[config.mk]
export PLATFORM = sky130hd
export DESIGN_NAME = uart_rx_fifo_read_ctrl
export DESIGN_NICKNAME = d
export VERILOG_FILES = /design/src/rtl/uart_rx_fifo_read_ctrl.sv
export SDC_FILE = /design/constraint.sdc
export NUM_CORES = 1
export LEC_CHECK = 0
export BUFFER_PORTS_ARGS = -buffer_cell sky130_fd_sc_hd__buf_4
export CAP_MARGIN = 20
export CORE_ASPECT_RATIO = 0.8
export CORE_MARGIN = 5
export CORE_UTILIZATION = 50
export DETAILED_ROUTE_END_ITERATION = 16
export PLACE_DENSITY = 0.81
export SYNTH_ARGS = -nofsm -noshare
export SYNTH_HDL_FRONTEND = slang
export SYNTH_SLANG_ARGS = --single-unit
[constraint.sdc]
create_clock -name processor_clk -period 2.2 [get_ports processor_clk]
set_clock_uncertainty 0.2 [all_clocks]
set_input_delay 0.22 -clock processor_clk [delete_from_list [all_inputs] [get_ports processor_clk]]
set_output_delay 0.22 -clock processor_clk [all_outputs]
set_load 0.1 [all_outputs]
[src/rtl/uart_rx_fifo_read_ctrl.sv]
// Read-side controller for the UART->processor async FIFO: advances the read
// pointer, issues one-cycle RAM reads and hands bytes out over valid/ready.
module uart_rx_fifo_read_ctrl #(
    parameter int unsigned ADDR_WIDTH = 4,
    parameter int unsigned DATA_WIDTH = 8,
    parameter int unsigned CNT_WIDTH  = 16
) (
    input  logic                  processor_clk,
    input  logic                  reset,
    input  logic                  comp_empty,
    input  logic [DATA_WIDTH-1:0] mem_rd_data,
    input  logic                  flush,
    input  logic                  rx_ready,
    output logic [ADDR_WIDTH-1:0] r_add,
    output logic                  mem_rd_en,
    output logic [DATA_WIDTH-1:0] rx_data,
    output logic                  rx_valid,
    output logic [CNT_WIDTH-1:0]  pop_count
);

    typedef enum logic [2:0] {
        S_IDLE,
        S_FETCH,
        S_CAPTURE,
        S_HOLD,
        S_DRAIN
    } state_t;

    state_t                  state;
    state_t                  state_next;
    logic [ADDR_WIDTH-1:0]   r_add_next;
    logic                    mem_rd_en_next;
    logic [DATA_WIDTH-1:0]   rx_data_next;
    logic                    rx_valid_next;
    logic [CNT_WIDTH-1:0]    pop_count_next;

    // State and all outputs are registered; the comb block below only computes next values.
    always_ff @(posedge processor_clk or negedge reset) begin
        if (!reset) begin
            state     <= S_IDLE;
            r_add     <= '0;
            mem_rd_en <= 1'b0;
            rx_data   <= '0;
            rx_valid  <= 1'b0;
            pop_count <= '0;
        end else begin
            state     <= state_next;
            r_add     <= r_add_next;
            mem_rd_en <= mem_rd_en_next;
            rx_data   <= rx_data_next;
            rx_valid  <= rx_valid_next;
            pop_count <= pop_count_next;
        end
    end

    // Next-state and next-output decode; flush always takes priority.
    always_comb begin
        state_next     = state;
        r_add_next     = r_add;
        mem_rd_en_next = 1'b0;
        rx_data_next   = rx_data;
        rx_valid_next  = rx_valid;
        pop_count_next = pop_count;

        case (state)
            S_IDLE: begin
                if (flush) begin
                    state_next = S_DRAIN;
                end else if (!comp_empty) begin
                    state_next     = S_FETCH;
                    mem_rd_en_next = 1'b1;
                end
            end
            S_FETCH: begin
                // The byte is consumed from the FIFO even if a flush arrives now.
                r_add_next = r_add + ADDR_WIDTH'(1);
                state_next = flush ? S_DRAIN : S_CAPTURE;
            end
            S_CAPTURE: begin
                if (flush) begin
                    state_next = S_DRAIN;
                end else begin
                    rx_data_next  = mem_rd_data;
                    rx_valid_next = 1'b1;
                    state_next    = S_HOLD;
                end
            end
            S_HOLD: begin
                if (flush) begin
                    rx_valid_next = 1'b0;
                    state_next    = S_DRAIN;
                end else if (rx_ready) begin
                    rx_valid_next = 1'b0;
                    if (pop_count != '1) begin
                        pop_count_next = pop_count + CNT_WIDTH'(1);
                    end
                    state_next = S_IDLE;
                end
            end
            S_DRAIN: begin
                // Stay while flush is held so late writes are discarded too.
                if (!comp_empty) begin
                    r_add_next = r_add + ADDR_WIDTH'(1);
                end else if (!flush) begin
                    state_next = S_IDLE;
                end
            end
            default: begin
                state_next = S_IDLE;
            end
        endcase
    end

endmodule
== Yosys cells after proc, flatten, opt, wreduce, memory -nomap -nowiden ==
Index checks and enable logic that the tools add are counted.

* Bits in registers: 33
* Input port bits: 13
* Output and inout bits: 30
* Logic and storage cells: 46

* Add/sub/neg operators: 2
* Equality and inequality tests: 11
* Multiplexer cells: 18
* Bitwise operators: 1
* Reductions and logical operators: 8

{| class="wikitable"
|+ Operators with widths
! cell !! number
|-
| $mux 3 || 8
|-
| $add 16x1->16 const B || 1
|-
| $ne 16x16->1 const B || 1
|-
| $pmux 3 s5 || 1
|-
| $ne 2x2->1 const B || 4
|-
| $pmux 4 s2 || 1
|-
| $reduce_and 4->1 || 2
|-
| $eq 3x2->1 const B || 2
|-
| $mux 1 || 6
|-
| $ne 3x3->1 const B || 2
|-
| $add 4x1->4 const B || 1
|-
| $mux 4 || 1
|-
| $reduce_and 2->1 || 2
|-
| $reduce_bool 2->1 || 2
|-
| $eq 3x1->1 const B || 1
|-
| $eq 3x3->1 const B || 1
|-
| $logic_not 3->1 || 1
|-
| $reduce_and 3->1 || 1
|-
| $pmux 1 s2 || 1
|-
| $not 1->1 || 1
|}

== Logic depth before layout (Yosys ltp) ==
Gate-level depths: netlist of run 1.

* Depth in word-level cells: 3
* Mapped depth: 5
* Depth with buffers taken out: 5

== Worst setup path after synthesis of run 1 ==
OpenSTA, ideal clock, no wires.

* Path kind: register to register
* From: reg pop_count[5]
* To: reg pop_count[7]
* Arrival time: 2.239 ns
* Data required time: 1.838 ns
* Slack: -0.401 ns
* Stages on the path, launching flop included: 5
* Buffers on the path: 0
* Period minus slack after synthesis: 2.601 ns
* Cells stage by stage: dfrtp_1 nand4_1 nor4_1 nor4b_1 xor2_1

* Word-level cells in the longest chain between the ends: 2

{| class="wikitable"
|+ Ends and longest elaborated chain
! element !! RTL line !! RTL
|-
| start, declared || 18 || <nowiki>output logic [CNT_WIDTH-1:0] pop_count</nowiki>
|-
| start signal, assigned || 52 || <nowiki>pop_count <= pop_count_next;</nowiki>
|-
| parallel branches: the longest is 2 deep, another holds $add 16x1->16 || n/a ||
|}

Parallel ways; which one is timed is not known.
A chain may end at the register's enable or synchronous reset.

== Final worst setup path of run 1 ==
* From: in flush
* To: reg pop_count[12]

* Word-level cells in the longest chain between the ends: 2

{| class="wikitable"
|+ Ends and longest elaborated chain
! element !! RTL line !! RTL
|-
| start, declared || 12 || <nowiki>input logic flush,</nowiki>
|-
| $not 1->1 (no line) || n/a ||
|-
| $reduce_and 4->1 (no line) || n/a ||
|}

No other way between the ends.

==> out/metrics.cfg, run 1 <==
[power]
max-vdd-ir-drop_uv=601.0
p_leak_nw=0.9979
pwr_density_cell_mw_per_mm2=930.8

[synth]
post_synth.cell_area_avg_um2=11.72
synthDistinctLibCells=27
seq_area_frac_synth_pct=55.93
postSynthRegisterBits=33
post-synth-top-area-cell=dfrtp_1
post_synth_main_area_contributors=dfrtp_1, mux2_2, xor2_1, nor3_1, nand4_1
share_of_the_synthesized_area_in_the_top_cell_type_pct=55.93
ys.warnings.count=0
postSynthCellCount=126
synth.net_count=141
synth.cell_area_mm2=0.001476

[grt]
first_pass_grt_wire_length_um=5651
antenna_found_initial=0
grt_start_max_net_pins=34
grt_ovf=0
groute.usage.overall_pct=17.61
first_global_vias=1216

[drt]
initialDrtViolationCount=98
wirelength_um=3423
post_drt_wl_per_cell_um=15.08
routed-via-count=1228
drt-pass1-iter-count=4
vias_per_cell=5.410
ant_nets=0
drc_errors=0

[die]
initial_core_util_pct=52.99
die-width_um=70.76
fp-row-count=17
design.die.area_mm2=0.004146
die-height_um=58.60
pin_count=43
design.core.area_mm2=0.002786

[critical_path]
setup.worst_path.class=primary input to flip-flop
rr_startpoint=pop_count[4]$_DFFE_PN0P_
cp_data_arrival_time_ps=2090
rr_endpoint=pop_count[5]$_DFFE_PN0P_
timing.critical_path.fanout_max=7
critPathCaptureType=flip-flop
cp_data_required_time_ps=2220
delay_of_the_slowest_cell_on_the_worst_path_ps=530
worst_setup_path_start_kind=primary input
critPathSlowestCell=dlygate4sd3_1
rrSetupSlack_ps=180
worst_path_dominant_cell_family=simple AND/OR/NAND/NOR gates
worst-r2r-cell-count=4
timing.critical_path.cells=dlygate4sd3_1 -> buf_4 -> nor3b_4 -> nand4_1 -> nor4_1 -> xor2_1
cp_num_buf_inv=2

[cts]
numCtsBuffers=5
clockBufferDepth=2
clock_tree.root_cell=clkbuf_8
clkTransAtPathRegs_ps=70
cts.sink_count=33
cts_tree=done
htree_num_levels=2
clk-insertion-delay-late_ps=290
cts_repair_resize_count=0

[outcome]
status=finished, final reports clean

[place]
post-dp-hpwl_um=2430
io_buffer_count=42
dp_cells=207
globalplace.congestion=0.8704
pre_cts_slack_ps=266.3

[sta]
worst_max_slew_margin_expressed_relative_to_the_limit_pct=56.82
max_slew.worst_pin.slew_ps=642.4
setup_viol=0
grt_setup_unrepaired=no
fin_crit_ps=2077
post-route-period-util_pct=94.39
setup_total_negative_slack_ps=0
max_clock_freq_mhz=481.6
fin_ws_ps=123.4
final_hold_vios=0
timing_max_transition_violations_final=0

[final_layout]
synthToLayoutAreaGrowth_pct=42.71
finish.utilization_pct=75.62
number_of_diodes_added_for_antenna_fixing=0
layout_commonest_cell=buf_4
fin_cells=227
drive_gt1_share_pct=42.86
layout_common_cells=buf_4, dfrtp_1, xor2_1, dlygate4sd3_1, mux2_2
design.final.nets=203

[min_path]
timing.hold.worst.class=primary input to async pin

[job]
max-cap-violations=0

[sequential cells by signal (all words and copies together), names as in the netlist]
signal     flops
pop_count     16
rx_data        8
r_add          4
state          3
mem_rd_en      1
rx_valid       1
[stage by stage]
step           instance area (um^2)  total power (W)  hold slack, ps
6_report                       2107         0.001961           207.2
5_1_grt                        2107         0.002040           256.9
4_1_cts                        2107         0.001980           212.3
3_5_place_dp                   1897         0.001504          -15.33
3_3_place_gp                   1897         0.001484          -21.18
2_1_floorplan                  1519         0.001324          -275.6
[worst max-delay path by stage]
stage | cells past startpoint | slack [ps] | endpoint | start
CTS | 6 | 140 | pop_count[10]$_DFFE_PN0P_ | flush
detailed placement | 3 | 270 | r_add[1]$_DFFE_PN0P_ | state[2]$_DFFE_PN0P_
global route | 6 | 10 | pop_count[12]$_DFFE_PN0P_ | flush
finish | 6 | 120 | pop_count[12]$_DFFE_PN0P_ | flush
global placement | 5 | 300 | pop_count[7]$_DFFE_PN0P_ | pop_count[0]$_DFFE_PN0P_
floorplan | 4 | 4 | pop_count[7]$_DFFE_PN0P_ | pop_count[2]$_DFFE_PN0P_
[layer usage]
metal / GRT usage [%] / wire length, um / up-vias
met4: 8.311 / 63 / 0
li1: - / - / 586
met1: 21.16 / 1378 / 600
met3: 4.608 / 170 / 9
met5: 0 / 0 / -
met2: 29.85 / 1812 / 33
[layout make-up]
cell class	instances	area [um^2]
fill	182	679.4
sequential	33	862.1
multi-input combinational	89	641.9
clock buffer	8	90.09
tap	38	47.55
timing repair buffer	57	457.9
inverter	2	7.507
[report_power, final]
part / internal (W) / switching [W]
combinational: 0.000179 / 0.000587
sequential: 0.000678 / 0.0000581
clock: 0.000255 / 0.000204
total: 0.00111 / 0.000849
[cells in the mapped netlist]
master    number
nor4b_1        2
nor3b_1        1
a21oi_1        4
or3b_2         1
o21ai_0        6
nor2b_1        1
a41oi_1        1
xnor2_1        3
nand4_1        7
clkbuf_1       2
nor4_1         4
nor3_2         1
nor3b_4        1
a31oi_1        3
inv_1          2
and4_2         1
nand3_1        2
ha_1           2
nand2_1        6
nor3_1         9
nand2b_1       2
nor2_1         5
and3_1         4
o21a_1         1
dfrtp_1       33
xor2_1        12
mux2_2        10
[cells by family (layout without fill, tap and decap cells)]
logic type                 count (synthesis)  count (layout)  share of synthesized area, %
xor gates and xnor gates                  15              15                         8.899
AOI/OAI and AO/OA                         15              15                         5.763
and+or+nand+nor                           47              47                         19.07
adders and majority gates                  2               2                         1.695
buffers and inverters                      4              67                         1.017
muxes                                     10              10                         7.627
DFF                                       33              33                         55.93
[what timing repair did]
| action | CTS | global route |
|---|---|---|
| setup buffers | 0 | 0 |
| endpoints found under the hold margin | 44 | 0 |
| hold buffers | 12 | 0 |
Power figures use the tool's default switching activity.
==> run 2, diff against run 1 <==
--- a/config.mk
+++ b/config.mk
@@ -5,13 +5,16 @@
 export SDC_FILE = /design/constraint.sdc
 export NUM_CORES = 1
 export LEC_CHECK = 0
+export ABC_AREA = 1
 export BUFFER_PORTS_ARGS = -buffer_cell sky130_fd_sc_hd__buf_4
 export CAP_MARGIN = 20
 export CORE_ASPECT_RATIO = 0.8
 export CORE_MARGIN = 5
-export CORE_UTILIZATION = 50
+export CORE_UTILIZATION = 55
+export CTS_BUF_LIST = sky130_fd_sc_hd__clkbuf_4
 export DETAILED_ROUTE_END_ITERATION = 16
-export PLACE_DENSITY = 0.81
+export PLACE_DENSITY = 0.86
+export SLEW_MARGIN = 25
 export SYNTH_ARGS = -nofsm -noshare
 export SYNTH_HDL_FRONTEND = slang
 export SYNTH_SLANG_ARGS = --single-unit
==> run 2 against run 1 <==
Global-route usage grew 4.7 points. Routed wire length grew 32%. Combinational power grew 45%. Fmax grew 9.1%.
==> out/metrics.cfg, run 2 <==
[sta]
worst_max_slew_margin_expressed_relative_to_the_limit_pct=71.60
setup_viol=0
setup_total_negative_slack_ps=0
final_hold_vios=0
fin_crit_ps=1903
timing_max_transition_violations_final=0
final.hold.worst_slack_ps=38.21
max_slew.worst_pin.slew_ps=425.6
max_clock_freq_mhz=525.4
grt_setup_unrepaired=no
post-route-period-util_pct=86.52

[place]
globalplace.congestion=0.9293
post-dp-hpwl_um=2949
dpl_cell_area_mm2=0.002167
io_buffer_count=42

[drt]
drt-met1-wl_um=2000
route.met3.wl_um=377
met2_length_um=2059
post_drt_wl_per_cell_um=13.41
ant_nets=0
wirelength_um=4506
drc_errors=0
routed-via-count=1732
drt-pass1-iter-count=4
vias_per_cell=5.155
initialDrtViolationCount=136
highest_layer=met4

[cts]
clockBufferDepth=2
clk-insertion-delay-late_ps=340
clock_tree.root_cell=clkbuf_4
post_cts_buffers=0
cts_tree=done
numCtsBuffers=5
htree_num_levels=2
cts_repair_resize_count=0
cts.sink_count=33
cts.hold.buffers_added=11
clkTransAtPathRegs_ps=110

[final_layout]
largest_reg_flops=16
regMostFlops=pop_count
synthToLayoutAreaGrowth_pct=30.20
layout_common_cells=nand2_1, buf_4, nand3_1
number_of_diodes_added_for_antenna_fixing=0
fin_area_mm2=0.002357
design.final.nets=310
finish.utilization_pct=75.30
layout_commonest_cell=nand2_1
regs_by_ff_count=pop_count (16), rx_data (8), r_add (4)
drive_gt1_share_pct=22.97

[die]
design.core.area_mm2=0.003131
die-height_um=61.32
design.die.area_mm2=0.004546
pin_count=43
initial_core_util_pct=57.83
die-width_um=74.15
fp-row-count=18

[critical_path]
delay_of_the_slowest_cell_on_the_worst_path_ps=530
worst_setup_path_start_kind=primary input
timing.critical_path.fanout_max=6
path_depth=10
critPathCaptureType=flip-flop
timing.critical_path.cells=dlygate4sd3_1 -> buf_4 -> inv_1 -> nand2_1 -> nor2_1 -> nand2_1 -> nor2_1 -> nand3_1 -> nand2_1 -> nand2_1
rrSetupSlack_ps=390
cp_data_arrival_time_ps=1950
setup.worst_path.class=primary input to flip-flop
worst-r2r-cell-count=8
worst_path_dominant_cell_family=simple AND/OR/NAND/NOR gates
cp_num_buf_inv=3
cp_data_required_time_ps=2240
crit_path_frequent_cell=nand2_1
critPathSlowestCell=dlygate4sd3_1

[min_path]
timing.hold.worst.class=primary input to flip-flop
min_delay_path_depth=4

[power]
max-vdd-ir-drop_uv=1561
pwr_density_cell_mw_per_mm2=1017
p_leak_nw=1.253
power_w=0.002397

[synth]
ys_top_cells_by_count=nand2_1, nand3_1, dfrtp_1, inv_1, nor2_1
ys.flop_type=dfrtp_1
synthArstFlopShare_pct=100.0
yosys.cell_count.top_type=nand2_1
postSynthRegisterBits=33
synth.cell_area_mm2=0.001810
postSynthCellCount=236
post-synth-top-area-cell=dfrtp_1
synthDistinctLibCells=23
seq_area_frac_synth_pct=45.61
share_of_the_synthesized_area_in_the_top_cell_type_pct=45.61
synth-edff-count=0
post_synth.cell_area_avg_um2=7.672
synth.net_count=251
ys.warnings.count=0
post_synth_main_area_contributors=dfrtp_1, nand2_1, nand3_1, inv_1, nor2_1

[grt]
first_pass_grt_wire_length_um=7596
antenna_found_initial=0
groute.usage.overall_pct=22.34
grt_ovf=0
grt_start_max_net_pins=34
first_global_vias=1638

[outcome]
status=finished, final reports clean

[job]
max-cap-violations=0

run 2: changes by cell type after synthesis, sizes merged, moves of 6 or more:
cell	delta
nand2	+83
nor2	+19
xor2	-6
inv	+28
mux2	-10
nor3	-9
nand3	+38
run 2: power breakdown:
| group | total, W | internal, W | switching, W | leakage, nW |
|---|---|---|---|---|
| registers | 0.000813 | 0.000716 | 0.0000965 | 0.440 |
| logic | 0.00111 | 0.000231 | 0.000880 | 0.767 |
| clock network | 0.000473 | 0.000250 | 0.000222 | 0.0456 |
| total | 0.00240 | 0.00120 | 0.00120 | 1.25 |
run 2: worst min-delay path: stages:
cell	delay, ps
buf_4	80
inv_1	50
nand3_1	120
a21oi_1	80
run 2: metal layers:
layer | vias up | global-route usage, %
met5 | - | 0
met4 | 0 | 9.044
met3 | 9 | 7.015
met2 | 67 | 35.23
met1 | 799 | 28.90
li1 | 857 | -
run 2: cells by family (layout without fill, tap and decap cells):
family                   count (synthesis)  in the layout  synth area share, %
adder cells (fa/ha/maj)                  2              2                1.382
AND/OR/NAND/NOR                        157            157                40.57
buffers and inverters                   33             93                7.671
AO/OA/AOI/OAI                            4              4                1.381
XOR/XNOR                                 7              7                3.386
flip-flops                              33             33                45.61
run 2: area by class of cell:
cell class	count	area (um^2)
Clock inverter	2	35.03
Sequential cell	33	828.3
Multi-Input combinational cell	170	845.8
Tap cell	40	50.05
Timing Repair Buffer	55	440.4
Fill cell	230	773.2
Inverter	30	112.6
Clock buffer	6	45.04
run 2: final timing paths:
check / to / start
max: pop_count[15]$_DFFE_PN0P_ / flush
min: state[0]$_DFFE_PN0P_ / rx_ready
max reg2reg: pop_count[0]$_DFFE_PN0P_ / pop_count[0]$_DFFE_PN0P_
min reg2reg: rx_data[2]$_DFFE_PN0P_ / rx_data[2]$_DFFE_PN0P_
max in group asynchronous: pop_count[0]$_DFFE_PN0P_ / reset
min in group asynchronous: pop_count[1]$_DFFE_PN0P_ / reset
run 2: through the flow:
step	worst slack [ps]	std cells
global placement	491.7	317
finish	296.6	336
global route	193.9	336
floorplan	6.129	236
detailed placement	397.2	317
CTS	329.6	336
==> run 3, diff against run 2 <==
--- a/config.mk
+++ b/config.mk
@@ -9,11 +9,12 @@
 export BUFFER_PORTS_ARGS = -buffer_cell sky130_fd_sc_hd__buf_4
 export CAP_MARGIN = 20
 export CORE_ASPECT_RATIO = 0.8
-export CORE_MARGIN = 5
-export CORE_UTILIZATION = 55
+export CORE_MARGIN = 3
+export CORE_UTILIZATION = 59
 export CTS_BUF_LIST = sky130_fd_sc_hd__clkbuf_4
 export DETAILED_ROUTE_END_ITERATION = 16
-export PLACE_DENSITY = 0.86
+export HOLD_SLACK_MARGIN = 0.03
+export PLACE_DENSITY = 0.91
 export SLEW_MARGIN = 25
 export SYNTH_ARGS = -nofsm -noshare
 export SYNTH_HDL_FRONTEND = slang
==> constraint.sdc (replaced) <==
create_clock -name processor_clk -period 2.4 [get_ports processor_clk]
set_clock_uncertainty 0.2 [all_clocks]
set_input_delay 0.24 -clock processor_clk [delete_from_list [all_inputs] [get_ports processor_clk]]
set_output_delay 0.24 -clock processor_clk [all_outputs]
set_load 0.1 [all_outputs]
==> run 3 against run 2 <==
Highest routed layer unchanged. Worst setup slack better by 150 ps. Largest power group unchanged. Combinational power is 9% lower. Final cell count is 1.5% lower. Non-clock buffer count is 1 lower. Core utilization is 5.6 points higher. Routed wire length is 1.8% lower. Critical path type unchanged.
==> out/metrics.cfg, run 3 (same netlist as run 2, synthesis figures left out) <==
[power]
p_leak_nw=1.232
max-vdd-ir-drop_uv=848.1
pwr_density_cell_mw_per_mm2=880.1

[final_layout]
regMostFlops=pop_count
combined_area_of_the_multi_input_logic_cells_um2=845.8
largest_reg_flops=16
fill_cells=178
fin_area_mm2=0.002307
synthToLayoutAreaGrowth_pct=27.44
register_area_um2=825.8
design.final.nets=309
drive_gt1_share_pct=21.50
layout_common_cells=nand2_1, buf_4, nand3_1
number_of_diodes_added_for_antenna_fixing=0
regs_by_ff_count=pop_count (16), rx_data (8), r_add (4)
layout_commonest_cell=nand2_1

[grt]
grt_ovf=0
first_pass_grt_wire_length_um=7417
antenna_found_initial=0
grt_start_max_net_pins=34
first_global_vias=1657
groute.usage.overall_pct=25.83

[critical_path]
timing.critical_path.fanout_max=6
worst_setup_path_start_kind=primary input
rrSetupSlack_ps=560
cp_data_arrival_time_ps=1980
setup.worst_path.class=primary input to flip-flop
cp_data_required_time_ps=2430
critPathCaptureType=flip-flop

[sta]
worst_max_slew_margin_expressed_relative_to_the_limit_pct=68.76
setup_viol=0
setup_total_negative_slack_ps=0
post-route-period-util_pct=81.40
grt_setup_unrepaired=no
max_slew.worst_pin.slew_ps=468.1
timing_max_transition_violations_final=0
final_hold_vios=0
max_clock_freq_mhz=511.9
fin_crit_ps=1954

[cts]
cts_tree=done
numCtsBuffers=5
clk-insertion-delay-late_ps=340
htree_num_levels=2
clockBufferDepth=2
post_cts_buffers=0
clock_tree.root_cell=clkbuf_4
cts_repair_resize_count=0
clkTransAtPathRegs_ps=90
cts.sink_count=33

[job]
max-cap-violations=0

[drt]
drt-pass1-iter-count=4
drc_errors=0
routed-via-count=1762
post_drt_wl_per_cell_um=13.37
ant_nets=0
initialDrtViolationCount=134
vias_per_cell=5.323
wirelength_um=4427

[min_path]
timing.hold.worst.class=primary input to flip-flop

[die]
die-width_um=67.94
initial_core_util_pct=63.52
design.die.area_mm2=0.003773
pin_count=43
die-height_um=55.55
fp-row-count=17
design.core.area_mm2=0.002850

[place]
dpl_cell_area_mm2=0.002155
io_buffer_count=42
post-dp-hpwl_um=2973
globalplace.congestion=0.9061

[outcome]
status=finished, final reports clean

## run 3: cell types whose count changed in the layout (fill, tap and decap cells not counted), sizes merged
cell / previous run / this run
buf: 44 / 43
bufinv: 1 / 0
clkbuf: 6 / 5
## run 3: final timing paths
path	cells past startpoint	from	end
setup reg to reg	8	pop_count[0]$_DFFE_PN0P_	pop_count[2]$_DFFE_PN0P_
hold / removal	4	rx_ready	state[0]$_DFFE_PN0P_
hold reg to reg	2	rx_data[1]$_DFFE_PN0P_	rx_data[1]$_DFFE_PN0P_
min in group asynchronous	2	reset	rx_data[7]$_DFFE_PN0P_
setup / recovery	10	flush	pop_count[15]$_DFFE_PN0P_
max in group asynchronous	2	reset	r_add[0]$_DFFE_PN0P_
## run 3: through the flow
stage | power [W] | hold slack, ps | util (%) | cells | setup slack [ps]
after floorplan | 0.001513 | -255.6 | - | 236 | 71.58
after global placement | 0.001717 | 0.4685 | 75.59 | 314 | 660.3
after detailed placement | 0.001736 | 2.402 | 75.59 | 314 | 608.8
after CTS | 0.002026 | 93.06 | 80.95 | 331 | 522.9
after global routing | 0.002122 | 110.4 | 80.95 | 331 | 355.5
final | 0.002031 | 106.8 | 80.95 | 331 | 446.4
## run 3: layout make-up
| cell class | count | share of cell area, % |
|---|---|---|
| Clock buffer | 5 | 1.627 |
| Tap cell | 38 | 2.061 |
| Sequential cell | 33 | 35.79 |
| Clock inverter | 1 | 0.2169 |
| Multi-Input combinational cell | 170 | 36.66 |
| Inverter | 30 | 4.881 |
| Timing Repair Buffer | 54 | 18.76 |
## run 3: timing repair
item                                    CTS  global route
hold endpoints to repair                 44             0
endpoints found under the setup margin    0             0
hold buffers                             11             0
## run 3: metal layers
layer  up-vias  track usage, %  routed length [um]
met2        70           37.77                2046
met3        20           5.488                 305
met4         0           14.45                 173
met1       820           34.99                1902
met5         -               0                   0
li1        852               -                   -
## run 3: power by group
part	switching [W]	internal [W]	leakage (nW)
logic	0.000798	0.000211	0.762
clock network	0.000181	0.000102	0.0269
registers	0.0000836	0.000656	0.443
total	0.00106	0.000969	1.23
## run 3: worst max-delay path, stage by stage
cell,delay [ps]
dlygate4sd3_1,540
buf_4,160
inv_1,150
nand2_1,170
nor2_1,250
nand2_1,110
nor2_1,140
nand3_1,100
nand2_1,80
nand2_1,40
